$ cat config.mk
export PLATFORM = sky130hd
export DESIGN_NAME = axi_rd_burst_ctrl
export DESIGN_NICKNAME = d
export VERILOG_FILES = /design/src/rtl/axi_pkg.sv /design/src/rtl/axi_rd_burst_ctrl.sv
export SDC_FILE = /design/constraint.sdc
export NUM_CORES = 1
export LEC_CHECK = 0
export BUFFER_PORTS_ARGS = -buffer_cell sky130_fd_sc_hd__buf_2
export CORE_ASPECT_RATIO = 1.25
export CORE_UTILIZATION = 49
export DETAILED_ROUTE_END_ITERATION = 10
export PLACE_DENSITY = 0.81
export SLEW_MARGIN = 20
export SYNTH_ARGS = -nofsm -noshare
export SYNTH_HDL_FRONTEND = slang
export SYNTH_SLANG_ARGS = --single-unit
$ cat constraint.sdc
create_clock -name clk_i -period 6 [get_ports clk_i]
set_input_delay 0.6 -clock clk_i [delete_from_list [all_inputs] [get_ports clk_i]]
set_output_delay 0.6 -clock clk_i [all_outputs]
set_load 0.02 [all_outputs]
$ cat src/rtl/axi_pkg.sv
// Shared AXI4 types and helpers for the read-burst sequencer.
package axi_pkg;

  typedef enum logic [2:0] {
    Size1, Size2, Size4, Size8, Size16, Size32, Size64, Size128
  } AxiSize_t;

  typedef enum logic [1:0] {
    BurstFixed, BurstIncr, BurstWrap, BurstRsvd
  } AxiBurst_t;

  typedef enum logic [1:0] {
    RespOkay, RespExokay, RespSlverr, RespDecerr
  } AxiResp_t;

  typedef logic [3:0] AxiCache_t;

  typedef struct packed {
    logic [31:0] address;
    logic [15:0] bytes;
  } AxiMasterRdCtrl_t;

  typedef struct packed {
    AxiResp_t resp;
  } AxiMasterRdStatus_t;

  typedef enum logic [2:0] {
    StIdle, StCalc, StAr, StR, StDone
  } AxiRdState_t;

  localparam int unsigned AXI_4KB = 4096;

  // Worst-case merge: DECERR > SLVERR > OKAY; EXOKAY is treated as OKAY.
  function automatic AxiResp_t axiWorstResp(AxiResp_t a, AxiResp_t b);
    if (a == RespDecerr || b == RespDecerr) return RespDecerr;
    if (a == RespSlverr || b == RespSlverr) return RespSlverr;
    return RespOkay;
  endfunction

  // Beats left before the next 4 KB boundary, given the low 12 address bits.
  function automatic logic [12:0] beatsTo4k(logic [11:0] addr_lo, AxiSize_t size);
    logic [12:0] bytes_left;
    bytes_left = 13'(AXI_4KB) - {1'b0, addr_lo};
    return bytes_left >> size;
  endfunction

endpackage

$ cat src/rtl/axi_rd_burst_ctrl.sv
// AXI4 read-master sequencer: splits one job into 4 KB-safe INCR bursts, forwards R data
// downstream and reports a single accumulated response per job.
module axi_rd_burst_ctrl
  import axi_pkg::*;
#(
  parameter int unsigned DATA_W    = 64,
  parameter int unsigned MAX_BEATS = 256,
  parameter logic [3:0]  CACHE     = 4'b0011
) (
  input  logic              clk_i,
  input  logic              rst_i,
  input  logic              ctrl_valid_i,
  output logic              ctrl_ready_o,
  input  logic [47:0]       ctrl_i,
  output logic              status_valid_o,
  output logic [1:0]        status_o,
  output logic [31:0]       araddr_o,
  output logic [7:0]        arlen_o,
  output logic [2:0]        arsize_o,
  output logic [1:0]        arburst_o,
  output logic [3:0]        arcache_o,
  output logic              arvalid_o,
  input  logic              arready_i,
  input  logic [DATA_W-1:0] rdata_i,
  input  logic [1:0]        rresp_i,
  input  logic              rlast_i,
  input  logic              rvalid_i,
  output logic              rready_o,
  output logic [DATA_W-1:0] data_o,
  output logic              data_valid_o,
  input  logic              data_ready_i
);

  localparam int unsigned BEAT_BYTES = DATA_W / 8;
  localparam int unsigned ARSIZE     = $clog2(BEAT_BYTES);

  AxiMasterRdCtrl_t ctrl;
  assign ctrl = AxiMasterRdCtrl_t'(ctrl_i);

  AxiRdState_t state_q, state_d;
  logic [31:0] addr_q, addr_d;
  logic [16:0] remaining_q, remaining_d;
  logic [31:0] araddr_q, araddr_d;
  logic [7:0]  arlen_q, arlen_d;
  logic [8:0]  beat_cnt_q, beat_cnt_d;
  AxiResp_t    err_q, err_d;
  AxiResp_t    status_q, status_d;

  logic [16:0] total_beats;
  logic [12:0] beats_4k;
  logic [16:0] burst_beats;
  logic [8:0]  cur_beats;
  logic        unaligned;
  logic        in_r;
  logic        r_hs;
  logic        last_beat;
  logic        rlast_err;
  AxiResp_t    beat_resp;

  assign in_r      = (state_q == StR);
  assign r_hs      = rvalid_i & rready_o;
  assign last_beat = (beat_cnt_q == {1'b0, arlen_q});
  // rlast must coincide exactly with the beat we count as final.
  assign rlast_err = rlast_i ^ last_beat;
  assign beat_resp = axiWorstResp(AxiResp_t'(rresp_i), rlast_err ? RespSlverr : RespOkay);

  // Burst-split arithmetic: job length in beats and the size of the next burst.
  always_comb begin
    total_beats = 17'(({1'b0, ctrl.bytes} + 17'(BEAT_BYTES - 1)) >> ARSIZE);
    beats_4k    = beatsTo4k(addr_q[11:0], AxiSize_t'(3'(ARSIZE)));
    burst_beats = remaining_q;
    if (burst_beats > 17'(MAX_BEATS)) burst_beats = 17'(MAX_BEATS);
    if (burst_beats > 17'(beats_4k)) burst_beats = 17'(beats_4k);
    cur_beats   = {1'b0, arlen_q} + 9'd1;
    unaligned   = (addr_q & 32'(BEAT_BYTES - 1)) != '0;
  end

  // Next-state and datapath updates for the sequencer FSM.
  always_comb begin
    state_d     = state_q;
    addr_d      = addr_q;
    remaining_d = remaining_q;
    araddr_d    = araddr_q;
    arlen_d     = arlen_q;
    beat_cnt_d  = beat_cnt_q;
    err_d       = err_q;
    status_d    = status_q;

    unique case (state_q)
      StIdle: begin
        if (ctrl_valid_i) begin
          addr_d      = ctrl.address;
          remaining_d = total_beats;
          err_d       = RespOkay;
          state_d     = StCalc;
        end
      end
      StCalc: begin
        // Degenerate jobs are rejected here so they report with the same latency as a
        // normal job reaches AR.
        if (unaligned) begin
          err_d   = RespSlverr;
          state_d = StDone;
        end else if (remaining_q == '0) begin
          state_d = StDone;
        end else begin
          araddr_d   = addr_q;
          arlen_d    = 8'(burst_beats - 17'd1);
          beat_cnt_d = '0;
          state_d    = StAr;
        end
      end
      StAr: begin
        if (arready_i) state_d = StR;
      end
      StR: begin
        if (r_hs) begin
          err_d      = axiWorstResp(err_q, beat_resp);
          beat_cnt_d = beat_cnt_q + 9'd1;
          if (last_beat) begin
            addr_d      = addr_q + (32'(cur_beats) << ARSIZE);
            remaining_d = remaining_q - 17'(cur_beats);
            state_d     = (remaining_d == '0) ? StDone : StCalc;
          end
        end
      end
      StDone: begin
        state_d = StIdle;
      end
      default: state_d = StIdle;
    endcase

    // Capture the final response on entry to DONE so it is valid with the pulse.
    if (state_d == StDone && state_q != StDone) status_d = err_d;
  end

  // State register with synchronous reset.
  always_ff @(posedge clk_i) begin
    if (rst_i) begin
      state_q     <= StIdle;
      addr_q      <= '0;
      remaining_q <= '0;
      araddr_q    <= '0;
      arlen_q     <= '0;
      beat_cnt_q  <= '0;
      err_q       <= RespOkay;
      status_q    <= RespOkay;
    end else begin
      state_q     <= state_d;
      addr_q      <= addr_d;
      remaining_q <= remaining_d;
      araddr_q    <= araddr_d;
      arlen_q     <= arlen_d;
      beat_cnt_q  <= beat_cnt_d;
      err_q       <= err_d;
      status_q    <= status_d;
    end
  end

  assign ctrl_ready_o   = (state_q == StIdle);
  assign status_valid_o = (state_q == StDone);
  assign status_o       = status_q;

  assign araddr_o  = araddr_q;
  assign arlen_o   = arlen_q;
  assign arsize_o  = 3'(ARSIZE);
  assign arburst_o = BurstIncr;
  assign arcache_o = CACHE;
  assign arvalid_o = (state_q == StAr);

  assign rready_o     = data_ready_i & in_r;
  assign data_o       = rdata_i;
  assign data_valid_o = rvalid_i & in_r;

endmodule
==> PnR_summary.wiki, run 1 <==
{| class="wikitable"
! Metric !! Value
|-
| Status || complete, but fails checks
|-
| Violations in the final reports || DRC
|-
| Routed len/inst || 17.0 microns
|-
| Worst Tran Pin Value || 1.07 ns
|-
| Cell Chain, Critical Path || or3_1 -> or3_4 -> nor3_2 -> nand2b_1 -> nor4_1 -> xor2_1 -> ha_1 -> nand4_1 -> nor3_1 -> nor3_1 -> o211ai_1 -> o211ai_1 -> buf_4 -> mux2_2 -> ha_1 -> o32ai_1 -> xor2_1 -> o211ai_1 -> o211a_1
|-
| DRT Pass-1 Iters || 9
|-
| Clock root cell || sky130_fd_sc_hd__clkbuf_16
|-
| Synth top area share || 28.7%
|-
| Detailed-route wire length on metal 1 || 8220 microns
|-
| Max Fclk || 205 MHz
|-
| Number of buffers added for setup after CTS || 0
|-
| Gate count after technology mapping || 978
|-
| Most frequent cells in the layout || sky130_fd_sc_hd__nand2_1, sky130_fd_sc_hd__dfxtp_1, sky130_fd_sc_hd__buf_2
|-
| Global-route wire length before repair || 31900 microns
|-
| DRC Markers || 36
|-
| CP dominant cell by count || sky130_fd_sc_hd__o211ai_1
|-
| Mean area per synthesized cell || 7.50 sq um
|-
| Iteration-0 DRC count of the detailed router || 467
|-
| Num ports || 241
|-
| Share of post-route cells with drive strength above 1 || 15.2%
|-
| Crit path buf inv count || 1
|-
| Die Ht || 139 microns
|-
| Number of pins with negative max-slew slack in the final report || 0
|-
| Global route total overflow || 0
|-
| Half-perimeter wire length of the detailed placement result || between 10000 and 15000 microns
|-
| Crit path capture || arlen_o[6]
|-
| Slowest cell on crit path || sky130_fd_sc_hd__or3_1
|-
| Clk_skew || 0.0130 ns
|-
| Overall via count from detail_route || ~7000
|-
| R2R Path Start || addr_q[0]
|-
| Critical path fanouts, max || 15
|-
| CTS tree || yes
|-
| Number of cell instances on the worst register-to-register path || 19
|-
| Internal reg-to-reg setup slack || 1.13 ns
|-
| Post-DR vias/cell || 5.90
|-
| Endpoint of the lowest-slack register-to-register path || arlen_o[6]
|-
| CTS HTree Levels || 3
|-
| Vias in the first global route || 6415
|-
| Yosys top cell by area || sky130_fd_sc_hd__dfxtp_1
|-
| Number of clock sinks seen by CTS || 105
|-
| Setup repair after global routing missed its margin || false
|-
| Warnings, synthesis || 0
|-
| Final RePlAce weighted congestion || between 0.9 and 1
|-
| Antenna Cells || 0
|-
| Longest individual stage delay on the worst path || 0.48 ns
|-
| Static leakage power || 3.23 nW
|-
| Area contributors post-synth || sky130_fd_sc_hd__dfxtp_1, sky130_fd_sc_hd__nand2_1, sky130_fd_sc_hd__buf_4
|-
| Pre-CTS worst setup slack || ~1.2 ns
|-
| Total number of placement rows || 49
|-
| Final core area utilization || 53.2%
|-
| Post-synthesis sequential area ratio || 28.7%
|-
| Wire length on met3 || 1390 microns
|-
| Max-cap violation count || 0
|-
| Endpoints failing hold || 0
|-
| Final sum of negative setup slack || 0 ns
|-
| Highest Signal Layer || met4
|-
| WP data arrival || approximately 5 ns
|-
| GRT Resource Usage Total || approximately a quarter
|-
| Hold-fix buffers at CTS || 0
|-
| Die footprint || 15500 sq um
|-
| Top delay family on crit path || simple AND/OR/NAND/NOR gates
|-
| Crit end category || register
|-
| Num CTS Buffers || 9
|-
| Count of buffers from port buffering || 103
|-
| Launching element type of the critical path || register
|-
| Post-layout minimum cycle time || 4.87 ns
|-
| Starting density of the core || 50.5%
|-
| Placeable Area || 14500 sq um
|-
| Routed WL || 19700 microns
|-
| Worst setup path class || reg -> reg
|-
| Worst min path class || reg -> reg
|-
| Final period util || 81.2%
|-
| Final setup violation count || 0
|-
| Main synth FF type || sky130_fd_sc_hd__dfxtp_1
|-
| Worst path depth || 19
|-
| Number of antenna violations at the first check in global routing || 0
|-
| Clock latency at the later pin of the worst-skew pair || 0.36 ns
|-
| Net count reported at finish || 1133
|-
| Final critical-path setup slack || 1.13 ns
|-
| Total power density per cell area || 307 nW/um^2
|-
| Clock slew at the register clock pins of the worst setup and hold paths || 0.09 ns
|-
| Most common cell after layout, fill and taps aside || sky130_fd_sc_hd__nand2_1
|-
| Number of routed nets with antenna violations || 0
|-
| Sum of met2 wire segment lengths after detailed routing || 9620 microns
|-
| Synth unique cells || 73
|-
| Cell area after synthesis || 7330 sq um
|-
| Data required time at the worst endpoint || between 6 and 7 ns
|-
| Max VDD drop || 145 uV
|-
| Layout Area Growth over Synthesis || 5.46%
|-
| Horizontal extent of the die || about 110 microns
|-
| Remaining max-slew budget at the tightest pin || 28.7%
|-
| Gates resized, CTS repair || 0
|-
| Number of enable-type register cells in the synthesized netlist || 0
|-
| Count of state elements after synthesis || 105
|-
| Max Buffers Root-to-Sink || 2
|-
| Proportion of synthesized flip-flops having asynchronous set or reset || 0%
|-
| Startpoint of the worst setup timing path || addr_q[0]
|-
| Pin count of the biggest net entering global routing || 95
|}
[worst reg2reg max path, cell delays in order (launching register included)]
cell and delay, ns:
sky130_fd_sc_hd__dfxtp_1 0.33, sky130_fd_sc_hd__or3_1 0.48, sky130_fd_sc_hd__or3_4 0.39, sky130_fd_sc_hd__nor3_2 0.22
sky130_fd_sc_hd__nand2b_1 0.22, sky130_fd_sc_hd__nor4_1 0.35, sky130_fd_sc_hd__xor2_1 0.20, sky130_fd_sc_hd__ha_1 0.26
sky130_fd_sc_hd__nand4_1 0.15, sky130_fd_sc_hd__nor3_1 0.07, sky130_fd_sc_hd__nor3_1 0.13, sky130_fd_sc_hd__o211ai_1 0.12
sky130_fd_sc_hd__o211ai_1 0.10, sky130_fd_sc_hd__buf_4 0.23, sky130_fd_sc_hd__mux2_2 0.38, sky130_fd_sc_hd__ha_1 0.33
sky130_fd_sc_hd__o32ai_1 0.38, sky130_fd_sc_hd__xor2_1 0.17, sky130_fd_sc_hd__o211ai_1 0.09, sky130_fd_sc_hd__o211a_1 0.18
[flip-flops by register name, indices dropped and copies added, names as in the netlist]
name,count
addr_q,32
araddr_o,32
arlen_o,8
beat_cnt_q,9
err_q,2
remaining_q,17
state_q,3
status_o,2
[worst min path at each step]
stage / startpoint / to / slack [ns] / cells past startpoint
2_1_floorplan: addr_q[2] / addr_q[2] / 0.44 / 2
3_3_place_gp: araddr_o[7] / araddr_o[7] / 0.44 / 2
3_5_place_dp: araddr_o[10] / araddr_o[10] / 0.45 / 2
4_1_cts: araddr_o[10] / araddr_o[10] / 0.46 / 2
5_1_grt: araddr_o[5] / araddr_o[5] / 0.47 / 2
6_report: araddr_o[17] / araddr_o[17] / 0.45 / 2
[area by class of cell]
| type | instances | area, sq um |
|---|---|---|
| Clock buffer | 9 | 225 |
| Sequential cell | 105 | 2100 |
| Clock inverter | 7 | 83.8 |
| Inverter | 20 | 75.1 |
| Tap cell | 178 | 223 |
| Timing Repair Buffer | 114 | 598 |
| Multi-Input combinational cell | 729 | 4430 |
| Fill cell | 1413 | 6800 |
[per-layer routing]
metal	GRT usage, %	up-vias
met4	11.3	0
met1	31.8	3174
met3	3.50	53
met5	0	-
li1	-	3358
met2	43.6	267
[kinds of logic after synthesis]
kind of cell	count (synthesis)	share of synthesized area (%)
xor gates and xnor gates	62	7.40
muxes	8	1.14
other	2	0.102
AOI/OAI and AO/OA	232	20.1
DFF	105	28.7
buffers and inverters	152	11.6
and+or+nand+nor	384	25.1
adders and majority gates	33	5.83
[cell usage after synthesis (8+ instances only)]
cell / count
sky130_fd_sc_hd__nand2_1: 151
sky130_fd_sc_hd__dfxtp_1: 105
sky130_fd_sc_hd__a21oi_1: 90
sky130_fd_sc_hd__buf_4: 73
sky130_fd_sc_hd__nor2_1: 68
sky130_fd_sc_hd__clkbuf_1: 51
sky130_fd_sc_hd__o21ai_0: 43
sky130_fd_sc_hd__nand3_1: 37
sky130_fd_sc_hd__xnor2_1: 36
sky130_fd_sc_hd__ha_1: 31
sky130_fd_sc_hd__xor2_1: 26
sky130_fd_sc_hd__nor3_1: 25
sky130_fd_sc_hd__inv_1: 20
sky130_fd_sc_hd__a31oi_1: 18
sky130_fd_sc_hd__and3_1: 15
sky130_fd_sc_hd__and2_1: 13
sky130_fd_sc_hd__nand4_1: 12
sky130_fd_sc_hd__a21o_1: 11
sky130_fd_sc_hd__nor4_1: 11
sky130_fd_sc_hd__o211ai_1: 11
sky130_fd_sc_hd__nand2b_1: 10
sky130_fd_sc_hd__a22oi_1: 8
[per-stage QoR]
| step | instance area [sq um] | hold WS, ns | cells | power (mW) |
|---|---|---|---|---|
| 5_1_grt | 7730 | 0.475 | 1162 | 2.52 |
| 3_3_place_gp | 7430 | 0.441 | 1146 | 1.75 |
| 2_1_floorplan | 7360 | 0.439 | 986 | 1.58 |
| 6_report | 7730 | 0.453 | 1162 | 2.37 |
| 3_5_place_dp | 7430 | 0.445 | 1146 | 1.76 |
| 4_1_cts | 7730 | 0.456 | 1162 | 2.37 |
[report_power, final]
group          switching (mW)  leakage (nW)  internal (mW)
clock network           0.316         0.142          0.298
logic                   0.569          2.24          0.353
registers              0.0879         0.855          0.751
Power figures use the tool's default switching activity.
==> run 2: changes to the inputs <==
CORE_UTILIZATION = 47   (was 49)
clock period = 4.1 ns   (was 6 ns; I/O delays follow)
==> PnR_summary.wiki, run 2 (synthesized netlist as in run 1, its figures left out) <==
{| class="wikitable"
! Metric !! Value
|-
| Slowest cell on crit path || sky130_fd_sc_hd__or3_4
|-
| Post-layout minimum cycle time || 4.07 ns
|-
| Overall via count from detail_route || 7071
|-
| Worst Tran Pin Value || 0.818 ns
|-
| Number of antenna violations at the first check in global routing || 0
|-
| Pin count of the biggest net entering global routing || 42
|-
| DRC Markers || 0
|-
| Clock root cell || sky130_fd_sc_hd__clkbuf_16
|-
| CP dominant cell by count || sky130_fd_sc_hd__o211ai_1
|-
| Clock latency at the later pin of the worst-skew pair || 0.37 ns
|-
| DRT Pass-1 Iters || 6
|-
| Most frequent cells in the layout || sky130_fd_sc_hd__nand2_1, sky130_fd_sc_hd__dfxtp_1, sky130_fd_sc_hd__buf_2
|-
| Cell area reported after detailed placement || 7670 sq um
|-
| WP data arrival || 4.32 ns
|-
| Finished Cell Area || 8130 sq um
|-
| Half-perimeter wire length of the detailed placement result || 14900 microns
|-
| Final period util || between 90 and 100%
|-
| Number of clock sinks seen by CTS || 105
|-
| Max Fclk || 246 MHz
|-
| Number of routed nets with antenna violations || 0
|-
| Pre-CTS worst setup slack || -0.0926 ns
|-
| Num CTS Buffers || 9
|-
| Antenna Cells || 0
|-
| Routed WL || ~20000 microns
|-
| Final RePlAce weighted congestion || 0.959
|-
| Max-cap violation count || 0
|-
| Num ports || 241
|-
| Number of cell instances on the worst register-to-register path || 19
|-
| Routed len/inst || 16.6 microns
|-
| Horizontal extent of the die || 114 microns
|-
| Final setup violation count || 0
|-
| Final core area utilization || 53.7%
|-
| GRT Resource Usage Total || roughly a quarter
|-
| Crit end category || register
|-
| Layout Area Growth over Synthesis || 10.9%
|-
| CTS tree || yes
|-
| Final critical-path setup slack || 0.0318 ns
|-
| Launching element type of the critical path || register
|-
| Iteration-0 DRC count of the detailed router || 488
|-
| Placeable Area || between 15000 and 20000 sq um
|-
| Total power || 3.73 mW
|-
| Status || finished, final reports clean
|-
| Longest individual stage delay on the worst path || between 0.3 and 0.4 ns
|-
| Post-DR vias/cell || 5.76
|-
| CTS HTree Levels || 3
|-
| Total number of placement rows || 50
|-
| Worst Hold Path Cells || 3
|-
| Global-route wire length before repair || ~33000 microns
|-
| Die Ht || 142 microns
|-
| Setup repair after global routing missed its margin || true
|-
| Count of buffers from port buffering || roughly 100
|-
| Max Buffers Root-to-Sink || 2
|-
| Total power density per cell area || 459 nW/um^2
|-
| Clk_skew || 0.0104 ns
|-
| Vias in the first global route || 6627
|-
| Share of post-route cells with drive strength above 1 || 19.1%
|-
| Worst setup path class || reg -> reg
|-
| Remaining max-slew budget at the tightest pin || 45.4%
|-
| Critical path fanouts, max || 4
|-
| Most common cell after layout, fill and taps aside || sky130_fd_sc_hd__nand2_1
|-
| Hold-fix buffers at CTS || 0
|-
| Worst min path class || in -> reg
|-
| Data required time at the worst endpoint || about 4.4 ns
|-
| Starting density of the core || 48.4%
|-
| Cell Chain, Critical Path || or3_4 -> or3_4 -> nor3_4 -> nand2b_1 -> nor4_2 -> xor2_1 -> ha_1 -> nand4_1 -> nor3_1 -> nor3_1 -> o211ai_1 -> o211ai_1 -> buf_4 -> mux2_4 -> ha_4 -> o32ai_2 -> xor2_1 -> o211ai_1 -> o211a_1
|-
| Number of pins with negative max-slew slack in the final report || 0
|-
| Endpoints failing hold || 0
|-
| Clock slew at the register clock pins of the worst setup and hold paths || 0.08 ns
|-
| Die footprint || 16100 sq um
|-
| Global route total overflow || 0
|-
| Final sum of negative setup slack || 0 ns
|-
| Max VDD drop || approximately 240 uV
|-
| Static leakage power || around 3.4 nW
|-
| Net count reported at finish || 1168
|}
==> run 2: cell count changes in the layout (fill, tap and decap cells not counted), moves of 2 or more <==
cell and delta:
sky130_fd_sc_hd__buf_4 +34, sky130_fd_sc_hd__bufinv_16 +2, sky130_fd_sc_hd__clkinv_8 -2, sky130_fd_sc_hd__clkinvlp_4 -2, sky130_fd_sc_hd__dfxtp_1 -2, sky130_fd_sc_hd__dfxtp_2 +2
sky130_fd_sc_hd__nor3_1 -2, sky130_fd_sc_hd__nor3_4 +2
==> run 2: repair_timing <==
item,in CTS,in global routing
setup buffers,6,4
pin swaps,4,4
resized for setup,5,8
endpoints found under the setup margin,2,5
==> run 2: where the power goes <==
part | leakage, nW | internal [mW] | switching (mW)
Clock | 0.166 | 0.549 | 0.433
Sequential | 0.856 | 1.10 | 0.124
Combinational | 2.43 | 0.633 | 0.891
==> run 2: final timing paths <==
path                 endpoint  slack (ns)         from
setup / recovery   arlen_o[6]        0.03    addr_q[0]
hold / removal     addr_q[16]        0.29   ctrl_i[32]
setup reg to reg   arlen_o[6]        0.03    addr_q[0]
hold reg to reg   araddr_o[9]        0.45  araddr_o[9]
==> run 2: cell type report <==
cell class,instances,area (sq um)
Fill cell,1507,7010
Multi-Input combinational cell,729,4490
Sequential cell,105,2100
Timing Repair Buffer,149,865
Tap cell,208,260
Clock buffer,9,225
Clock inverter,7,113
Inverter,20,75.1
==> run 2: through the flow <==
step                      instances  hold WS (ns)
after floorplan                 986         0.439
after global placement         1201         0.443
after detailed placement       1201         0.445
after CTS                      1223         0.279
after global routing           1227         0.294
final                          1227         0.291
==> run 2: metal layers <==
layer	track usage (%)	vias to the layer above	part of all wire (%)
met5	0	-	0
met4	12.4	0	3.6
met3	4.14	67	6.5
met2	44.1	285	48
met1	30.9	3294	42
li1	-	3425	-
==> run 2: worst max-delay path: cells and delay by family (launching register included) <==
kind | cells | cell delay [ns]
adders and majority gates | 2 | 0.49
AOI/OAI and AO/OA | 5 | 0.72
xor gates and xnor gates | 2 | 0.28
DFF | 1 | 0.33
and+or+nand+nor | 8 | 1.64
muxes | 1 | 0.31
buffers and inverters | 1 | 0.16
